==> config.mk <==
export PLATFORM = sky130hd
export DESIGN_NAME = instr_buffer
export DESIGN_NICKNAME = d
export VERILOG_FILES = /design/src/rtl/instr_buffer.sv
export SDC_FILE = /design/constraint.sdc
export NUM_CORES = 1
export LEC_CHECK = 0
export BUFFER_PORTS_ARGS = -buffer_cell sky130_fd_sc_hd__buf_2
export CAP_MARGIN = 10
export CORE_MARGIN = 3
export CORE_UTILIZATION = 30
export CTS_BUF_LIST = sky130_fd_sc_hd__clkbuf_4
export DETAILED_ROUTE_END_ITERATION = 6
export MAX_ROUTING_LAYER = met4
export PLACE_DENSITY = 0.47
export SLEW_MARGIN = 20
export SYNTH_ARGS = -nofsm -noshare
export SYNTH_HDL_FRONTEND = slang
export SYNTH_SLANG_ARGS = --single-unit
==> constraint.sdc <==
create_clock -name clk -period 2.41 [get_ports clk]
set_clock_uncertainty 0.1 [all_clocks]
set_input_delay 0.1205 -clock clk [delete_from_list [all_inputs] [get_ports clk]]
set_output_delay 0.1205 -clock clk [all_outputs]
set_load 0.05 [all_outputs]
==> src/rtl/instr_buffer.sv <==
// Instruction prefetch queue feeding a registered instruction register.
// Define INSTR_BUFFER_PC_EN to carry a 32-bit PC alongside each queued word.
module instr_buffer #(
    parameter int              DW    = 32,
    parameter int              DEPTH = 4,
    parameter logic [DW-1:0]   NOP   = 32'h00000000
) (
    input  logic                       clk,
    input  logic                       rst,
    input  logic [DW-1:0]              im_dout,
    input  logic                       im_valid,
    output logic                       im_ready,
    input  logic                       flush,
    input  logic                       irwr,
    output logic [DW-1:0]              instr,
    output logic                       instr_valid,
`ifdef INSTR_BUFFER_PC_EN
    input  logic [31:0]                pc_in,
    output logic [31:0]                pc_out,
`endif
    output logic [$clog2(DEPTH):0]     count
);

    localparam int AW = $clog2(DEPTH);
    localparam int CW = AW + 1;

    logic [DW-1:0] mem_r [DEPTH];
    logic [AW-1:0] wr_ptr_r;
    logic [AW-1:0] rd_ptr_r;
    logic [CW-1:0] count_r;
    logic [CW-1:0] count_nxt_s;
    logic [DW-1:0] instr_r;
    logic          instr_valid_r;
    logic          im_ready_r;
    logic          push_s;
    logic          pop_s;

    // im_ready is a flop of (count < DEPTH), so it never depends on irwr or flush
    assign push_s      = im_valid & im_ready_r;
    assign pop_s       = irwr & (count_r != {CW{1'b0}});
    assign im_ready    = im_ready_r;
    assign instr       = instr_r;
    assign instr_valid = instr_valid_r;
    assign count       = count_r;

    // Next occupancy: push and pop in the same cycle cancel out
    always_comb begin
        count_nxt_s = count_r;
        case ({push_s, pop_s})
            2'b10:   count_nxt_s = count_r + CW'(1);
            2'b01:   count_nxt_s = count_r - CW'(1);
            default: count_nxt_s = count_r;
        endcase
    end

    // Pointers, occupancy and the instruction register; reset dominates flush
    always_ff @(posedge clk) begin
        if (rst || flush) begin
            wr_ptr_r      <= {AW{1'b0}};
            rd_ptr_r      <= {AW{1'b0}};
            count_r       <= {CW{1'b0}};
            im_ready_r    <= 1'b1;
            instr_r       <= NOP;
            instr_valid_r <= 1'b0;
        end else begin
            if (push_s) begin
                wr_ptr_r <= wr_ptr_r + AW'(1);
            end
            if (pop_s) begin
                rd_ptr_r <= rd_ptr_r + AW'(1);
            end
            count_r    <= count_nxt_s;
            im_ready_r <= (count_nxt_s < CW'(DEPTH));
            // The head is read from storage, so a word pushed this edge cannot bypass
            if (irwr) begin
                if (pop_s) begin
                    instr_r       <= mem_r[rd_ptr_r];
                    instr_valid_r <= 1'b1;
                end else begin
                    instr_r       <= NOP;
                    instr_valid_r <= 1'b0;
                end
            end
        end
    end

`ifdef INSTR_BUFFER_PC_EN
    logic [31:0] pc_mem_r [DEPTH];
    logic [31:0] pc_out_r;

    assign pc_out = pc_out_r;

    // PC storage; contents need no reset since only pointers define validity
    always_ff @(posedge clk) begin
        if (push_s && !rst && !flush) begin
            pc_mem_r[wr_ptr_r] <= pc_in;
        end
    end

    // PC output tracks the instruction register
    always_ff @(posedge clk) begin
        if (rst || flush) begin
            pc_out_r <= 32'h00000000;
        end else if (irwr) begin
            pc_out_r <= pop_s ? pc_mem_r[rd_ptr_r] : 32'h00000000;
        end
    end
`endif

    // Word storage; contents need no reset since only pointers define validity
    always_ff @(posedge clk) begin
        if (push_s && !rst && !flush) begin
            mem_r[wr_ptr_r] <= im_dout;
        end
    end

endmodule

==> results.toml, run 1 <==
[floorplanning]
effective_utilization_at_floorplan = 0.310
vertical_extent_of_the_die_um = 149
die-width_um = 149
die-area_mm2 = 0.0221
core-area_mm2 = 0.0197
top_level_pins = 74
row_count = 51

[sta]
unrepaired_setup_endpoints_after_global_routing = "false"
period_share = 0.892
setup_violations = 0
finalCriticalPeriod_ns = 2.15
finalHoldViolations = 0
finalHoldWorstSlack_ns = 0.0921
tightestPinTransition_ns = 0.986
setup_tns_ns = 0
postLayoutSetupSlackWorst_ns = 0.261
relSlewSlack = 0.341
slew_violations = 0
max_clk_rate_mhz = 465

[worst_setup_path]
cp_cell_sequence = "o31ai_4 > inv_1 > ha_1 > fa_1 > xnor2_1 > o21a_1 > o21a_1"
r2r_cells = 7
cp_top_family = "compound AO/OA/AOI/OAI gates"
max_stage_delay_ns = 0.39
crit_fanout = 5
path_depth = 7
critical_path.endpoint_type = "flip-flop"
cpMostUsedCell = "o21a_1"
worstPathRequired_ns = 2.73
critical-path-slowest-cell = "dfxtp_1"
worst-setup-path-type = "reg -> reg"
cp.arrival_ns = 2.47
setup.worst_path.start_class = "flip-flop"
worst-path-buf-inv = 1

[routing]
route.final.wire_length_mm = 12.3
drt-initial-drc-count = 194
detail_routed_via_count_per_cell = 4.49
post_drt_antenna_nets = 0
drcViolationCount = 0
pre_repair_dr_iteration_count = 7
via_total_after_detailed_routing = 3127
wl_per_instance_um = 17.6

[clock_tree]
numClockSinks = 171
clock_tree.root_cell = "clkbuf_4"
holdBufCountCts = 36
cts_inserted_buffers = 17
cts-resized-gates = 0
max-clock-path-buffers = 2
ctsHtreeMaxLevel = 4
clk-insertion-delay-late_ns = 0.52
path_clk_slew_ns = 0.12
post_cts.repair.setup_buffers = 0
cts_tree = "yes"

[logic_synthesis]
flip_flop_and_latch_count_after_synthesis = 171
synthArstFlopShare = 0
synthFlopType = "edfxtp_1"
post_synth_instance_area_mm2 = 0.00611
synth_enable_flop_cells = 128
syn-num-nets = 335
yosys-top-cells-area = "edfxtp_1 (63%), dfxtp_1 (14%), mux4_2 (11%)"
seq_area_frac_synth = 0.769
synth_cell_types = 28
gate_count_after_technology_mapping = 292
synth_area_per_cell_um2 = 20.9
netlist.area_leader.share = 0.629
post-synth-top-area-cell = "edfxtp_1"
number_of_warning_messages_in_the_yosys_log = 0

[place]
place_congestion = 0.691
hpwlAfterDp_mm = 7.48
preCtsSetupSlack_ns = 0.269
dpl-instance-area_mm2 = 0.00686
port-buffer-count = 73

[power]
peakVddDrop_v = 0.000266
powerDensity_mw_per_mm2 = 700
leakage_uw = 0.00266

[global_routing]
antenna_found_initial = 1
grt_overflow_total = 0
grt_usage = 0.120
first_global_vias = 3348
first_pass_grt_wire_length_mm = 19.2
grt_start_max_net_pins = 33

[cells_and_area]
regArea_mm2 = 0.00471
layout.nets = 461
share_of_final_layout_standard_cells_stronger_than_drive_strength_1 = 0.360
layout.cell_area.non_filler_mm2 = 0.00754
layout.filler_cells = 1835
multi_input_area_mm2 = 0.00132
layout-area-overhead-vs-synth_pct = 23.3
fin_util = 0.382
final_cell_mix = "edfxtp_1 (128), buf_2 (73), dfxtp_1 (41)"
mostFrequentLayoutCell = "edfxtp_1"

[status]
status = "completed"

[run]
max_cap_viol_count = 0

[hold_path]
whs_path_depth = 3
hp-class = "in -> reg"
[cell families after synthesis]
family,after synthesis,synth area share
mux,33,0.121
xor+xnor,5,0.00716
simple gates,19,0.0156
flops,171,0.769
compound gates,39,0.0557
fa+ha+maj,6,0.0135
buf+inv,19,0.0180
[synthesized netlist by cell type (3+ instances only)]
| library cell | instances |
|---|---|
| buf_6 | 4 |
| inv_1 | 4 |
| ha_1 | 5 |
| mux4_2 | 30 |
| a22o_1 | 32 |
| xor2_1 | 3 |
| buf_2 | 7 |
| dfxtp_1 | 43 |
| nor2_1 | 7 |
| and3_1 | 4 |
| edfxtp_1 | 128 |
[path summary, 6_finish.rpt]
kind	from	end	slack [ns]
max	flip-flop	flip-flop	0.26
min reg2reg	instr[2]$_SDFFE_PP0P_	instr[2]$_SDFFE_PP0P_	0.39
min	flush	wr_ptr_r[1]$_SDFFE_PP0P_	0.09
max reg2reg	flip-flop	flip-flop	0.26
[final cells by class]
| type | count | area share |
|---|---|---|
| sequential | 171 | 0.624 |
| multi-input combinational | 102 | 0.174 |
| timing repair buffer | 122 | 0.112 |
| tap | 265 | 0.0440 |
| clock inverter | 12 | 0.0227 |
| clock buffer | 20 | 0.0199 |
| inverter | 4 | 0.00199 |
| antenna | 1 | 0.000332 |
[tightest hold or removal path, cell delays in order]
cell and delay, ns:
buf_2 0.08, or2_1 0.39, a21oi_1 0.07
[per-layer routing]
| layer | part of all wire | GRT usage |
|---|---|---|
| met1 | 0.43 | 0.147 |
| met2 | 0.52 | 0.196 |
| met4 | 0.0092 | 0.0330 |
| met3 | 0.040 | 0.0334 |
| met5 | 0 | - |
[power by group]
part	internal, uW	switching, uW	leakage [uW]
registers	3190	16.9	0.00150
logic	121	139	0.000981
clock network	858	954	0.000173
[metrics by stage]
step	power, uW	instances
2_1_floorplan	3400	292
5_1_grt	5500	697
4_1_cts	5370	696
3_3_place_gp	3490	628
3_5_place_dp	3500	628
6_report	5280	697
[registers in the layout (all words and copies together), names as in the netlist, named ones only]
register / cells
count: 2
rd_ptr_r: 2
im_ready: 1
instr_valid: 1
wr_ptr_r: 2
mem_r: 128
instr: 32
(Power assumes the default switching activity.)
==> run 2: changes to the inputs <==
- REMOVE_ABC_BUFFERS: default -> 1
==> run 2 against run 1 <==
Against the previous run:
- register-to-register slack hardly changed
- sequential cell count stayed put
- core utilization stayed put
- global-route usage is 0.35 points lower
- critical path type unchanged
- clock power is 6% lower
==> results.toml, run 2 (synthesis results as in run 1) <==
[status]
status = "completed"

[floorplanning]
row_count = 51
vertical_extent_of_the_die_um = 149
top_level_pins = 74
effective_utilization_at_floorplan = 0.310
die-width_um = 149
core-area_mm2 = 0.0197
die-area_mm2 = 0.0221

[clock_tree]
max-clock-path-buffers = 2
cts-resized-gates = 0
clk-insertion-delay-late_ns = 0.54
ctsHtreeMaxLevel = 4
post_cts.repair.setup_buffers = 0
clock_tree.root_cell = "clkbuf_4"
cts_tree = "yes"
numClockSinks = 171
path_clk_slew_ns = 0.13
cts_inserted_buffers = 17

[power]
powerDensity_mw_per_mm2 = 686
sequential_share_of_power = 0.621
fraction_of_power_spent_switching_nets = 0.217
peakVddDrop_v = 0.000267
p_clk_frac = 0.329
design_power_total_uw = 5170
leakage_uw = 0.00264
power_report.internal_total_uw = 4050
power_frac_comb = 0.051
power.switching_uw = 1120

[sta]
max_clk_rate_mhz = 463
setup_violations = 0
tightestPinTransition_ns = 0.505
slew_violations = 0
postLayoutSetupSlackWorst_ns = 0.251
unrepaired_setup_endpoints_after_global_routing = "false"
period_share = 0.896
finalHoldViolations = 0
finalCriticalPeriod_ns = 2.16
relSlewSlack = 0.663
finalHoldWorstSlack_ns = 0.0594

[place]
hpwlAfterDp_mm = 7.10
placed_cells = 626
port-buffer-count = 73
preCtsSetupSlack_ns = 0.253
place_congestion = 0.707

[worst_setup_path]
rrSetupSlack_ns = 0.25
critical_path.endpoint_type = "flip-flop"
cp.arrival_ns = 2.50
max_stage_delay_ns = 0.41
worst-path-buf-inv = 1
worstPathRequired_ns = 2.75
cp_cell_sequence = "o31ai_4 > inv_1 > ha_1 > fa_1 > xnor2_1 > o21a_1 > o21a_1"
crit_fanout = 5
cp_top_family = "compound AO/OA/AOI/OAI gates"
critical-path-slowest-cell = "dfxtp_1"
worst-setup-path-type = "reg -> reg"
cpMostUsedCell = "o21a_1"
setup.worst_path.start_class = "flip-flop"

[cells_and_area]
largest_reg_flops = 128
final_cell_mix = "edfxtp_1 (128), buf_2 (73), dfxtp_1 (41)"
fin_util = 0.382
post_layout_nonfiller_instances = 694
layout.filler_cells = 1817
largest-register = "mem_r"
share_of_final_layout_standard_cells_stronger_than_drive_strength_1 = 0.357
layout.nets = 459
mostFrequentLayoutCell = "edfxtp_1"
diodes = 0
layout-area-overhead-vs-synth_pct = 23.3

[routing]
route.final.wire_length_mm = 12.0
post_drt_antenna_nets = 0
wl_per_instance_um = 17.2
pre_repair_dr_iteration_count = 4
detail_routed_via_count_per_cell = 4.41
via_total_after_detailed_routing = 3059
drcViolationCount = 0
drt-initial-drc-count = 160

[global_routing]
first_global_vias = 3352
first_pass_grt_wire_length_mm = 18.6
grt_usage = 0.116
antenna_found_initial = 0
grt_start_max_net_pins = 33
grt_overflow_total = 0

[hold_path]
hp-class = "in -> reg"

[run]
max_cap_viol_count = 0
[run 2: cell types whose count changed in the layout (fill, tap and decap cells not counted), sizes merged]
cell      delta
buf          -2
clkbuf       -2
inv          +2
bufinv       -1
clkinvlp     +1
diode        -1
[run 2: area by class of cell]
cell class	instances	area, um2	share of cell area
Clock buffer	18	135	0.0179
Clock inverter	14	166	0.0221
Inverter	4	15.0	0.00199
Multi-Input combinational cell	102	1320	0.174
Sequential cell	171	4710	0.624
Tap cell	265	332	0.0440
Timing Repair Buffer	120	871	0.115
[run 2: worst min-delay path: cells and delay by family]
kind | cells | cell delay (ns)
buffers and inverters | 1 | 0.08
AO/OA/AOI/OAI | 1 | 0.07
AND/OR/NAND/NOR | 1 | 0.38
[run 2: metrics by stage]
step | cell area (um2) | setup TNS (ns)
4_1_cts | 7540 | 0
3_5_place_dp | 6880 | 0
2_1_floorplan | 6020 | -1.59
6_report | 7540 | 0
3_3_place_gp | 6880 | 0
5_1_grt | 7540 | 0
[run 2: routing by layer]
metal | global-route usage | share of wire
met1 | 0.150 | 0.47
met2 | 0.178 | 0.47
met3 | 0.0395 | 0.050
met4 | 0.0302 | 0.0086
met5 | - | 0
[run 2: final timing paths]
kind | startpoint | cells after the start | endpoint
max | count[1]$_SDFFE_PP0N_ | 7 | flip-flop
min | rst | 3 | instr_valid$_SDFFE_PP0P_
max reg2reg | count[1]$_SDFFE_PP0N_ | 7 | flip-flop
min reg2reg | instr[18]$_SDFFE_PP0P_ | 1 | instr[18]$_SDFFE_PP0P_
[run 2: what timing repair did]
| action | CTS | global route |
|---|---|---|
| endpoints found under the setup margin | 0 | 0 |
| hold buffers | 36 | 0 |
| hold endpoints to repair | 137 | 0 |
[run 2: power by group through the flow]
stage	Combinational, uW	Sequential [uW]	Clock (uW)
2_1_floorplan	79.7	3310	0
3_3_place_gp	215	3270	0
3_5_place_dp	220	3280	0
4_1_cts	268	3210	1770
5_1_grt	287	3210	1900
6_report	262	3210	1700
==> run 3: changes to the inputs <==
- RECOVER_POWER: default -> 50
==> run 3 against run 2 <==
Against the previous run:
- clock power about the same
- non-clock buffer count unchanged
- cell count stayed put
- power decreased by 0.12%
- sequential cell count unchanged
- via count up 0.26%
- global-route usage is the same
- routed wire length fell by 0.25%
- largest cell class unchanged
- largest power group unchanged
- highest routed layer unchanged
==> results.toml, run 3 (synthesis results as in run 1) <==
[run]
max_cap_viol_count = 0

[clock_tree]
path_clk_slew_ns = 0.13
cts_tree = "yes"
max-clock-path-buffers = 2
cts_inserted_buffers = 17
numClockSinks = 171
clock_tree.root_cell = "clkbuf_4"
clk-insertion-delay-late_ns = 0.54
ctsHtreeMaxLevel = 4
cts-resized-gates = 0

[worst_setup_path]
crit_fanout = 5
worstPathRequired_ns = 2.75
rrSetupSlack_ns = 0.25
worst-setup-path-type = "reg -> reg"
critical-path-slowest-cell = "dfxtp_1"
max_stage_delay_ns = 0.41
cp_cell_sequence = "o31ai_4 > inv_1 > ha_1 > fa_1 > xnor2_1 > o21a_1 > o21a_1"
setup.worst_path.start_class = "flip-flop"
r2r_cells = 7
cpMostUsedCell = "o21a_1"
critical_path.endpoint_type = "flip-flop"
cp.arrival_ns = 2.50

[routing]
via_total_after_detailed_routing = 3067
wl_per_instance_um = 17.2
detail_routed_via_count_per_cell = 4.42
route.final.wire_length_mm = 11.9
drcViolationCount = 0
post_drt_antenna_nets = 0
drt-initial-drc-count = 145
pre_repair_dr_iteration_count = 4

[cells_and_area]
largest_reg_flops = 128
diodes = 0
fin_util = 0.378
mostFrequentLayoutCell = "edfxtp_1"
post_layout_nonfiller_instances = 694
largest-register = "mem_r"
layout.nets = 459
layout.filler_cells = 1853
share_of_final_layout_standard_cells_stronger_than_drive_strength_1 = 0.205
layout-area-overhead-vs-synth_pct = 22.0
final_cell_mix = "edfxtp_1 (128), clkbuf_1 (65), dfxtp_1 (41)"
multi_input_area_mm2 = 0.00132
regArea_mm2 = 0.00471

[place]
port-buffer-count = 73
place_congestion = 0.707
hpwlAfterDp_mm = 7.10
placed_cells = 626

[sta]
period_share = 0.896
finalCriticalPeriod_ns = 2.16
setup_tns_ns = 0
unrepaired_setup_endpoints_after_global_routing = "false"
finalHoldViolations = 0
max_clk_rate_mhz = 463
tightestPinTransition_ns = 0.671
setup_violations = 0
relSlewSlack = 0.555
slew_violations = 0

[floorplanning]
row_count = 51
vertical_extent_of_the_die_um = 149
top_level_pins = 74
core-area_mm2 = 0.0197
effective_utilization_at_floorplan = 0.310
die-width_um = 149
die-area_mm2 = 0.0221

[global_routing]
grt_overflow_total = 0
grt_start_max_net_pins = 33
first_global_vias = 3352
grt_usage = 0.116
antenna_found_initial = 0
first_pass_grt_wire_length_mm = 18.6

[hold_path]
whs_path_depth = 3
hp-class = "in -> reg"

[power]
leakage_uw = 0.00241
peakVddDrop_v = 0.000266
powerDensity_mw_per_mm2 = 692

[status]
status = "completed"
-- run 3: critical path, delay by kind of cell (launching register included) --
kind,cells,cell delay (ns)
AOI/OAI and AO/OA,3,0.72
adders and majority gates,2,0.60
DFF,1,0.41
xor gates and xnor gates,1,0.15
buffers and inverters,1,0.08
-- run 3: where the power goes --
| part | leakage, uW | switching, uW | internal (uW) |
|---|---|---|---|
| combinational | 0.000748 | 141 | 112 |
| clock | 0.000159 | 967 | 736 |
| sequential | 0.00150 | 14.9 | 3190 |
| total | 0.00241 | 1120 | 4040 |
-- run 3: path summary, 6_finish.rpt --
| path | startpoint | to |
|---|---|---|
| max | count[1]$_SDFFE_PP0N_ | flip-flop |
| min | rst | instr_valid$_SDFFE_PP0P_ |
| max reg2reg | count[1]$_SDFFE_PP0N_ | flip-flop |
| min reg2reg | instr[18]$_SDFFE_PP0P_ | instr[18]$_SDFFE_PP0P_ |
-- run 3: repair_timing --
action,CTS,global route
hold buffers,36,0
endpoints found under the hold margin,137,0
setup buffers,0,0
-- run 3: layout make-up --
type,count,area share
Sequential cell,171,0.631
Multi-Input combinational cell,102,0.176
Timing Repair Buffer,120,0.106
Tap cell,265,0.0444
Clock inverter,14,0.0223
Clock buffer,18,0.0181
Inverter,4,0.00201
-- run 3: per-layer routing --
metal | global-route usage | up-vias | wire (um)
li1 | - | 1439 | -
met1 | 0.150 | 1553 | 5530
met2 | 0.178 | 67 | 5700
met3 | 0.0395 | 8 | 595
met4 | 0.0302 | 0 | 106
met5 | - | - | 0
-- run 3: stage by stage --
stage	cell area (um2)	worst slack, ns	hold slack [ns]	total power (uW)
2_1_floorplan	6020	-0.144	0.119	3390
3_3_place_gp	6880	0.309	0.233	3490
3_5_place_dp	6880	0.253	0.239	3490
4_1_cts	7540	0.233	0.00657	5240
5_1_grt	7460	0.133	0.0503	5390
6_report	7460	0.251	0.0601	5160
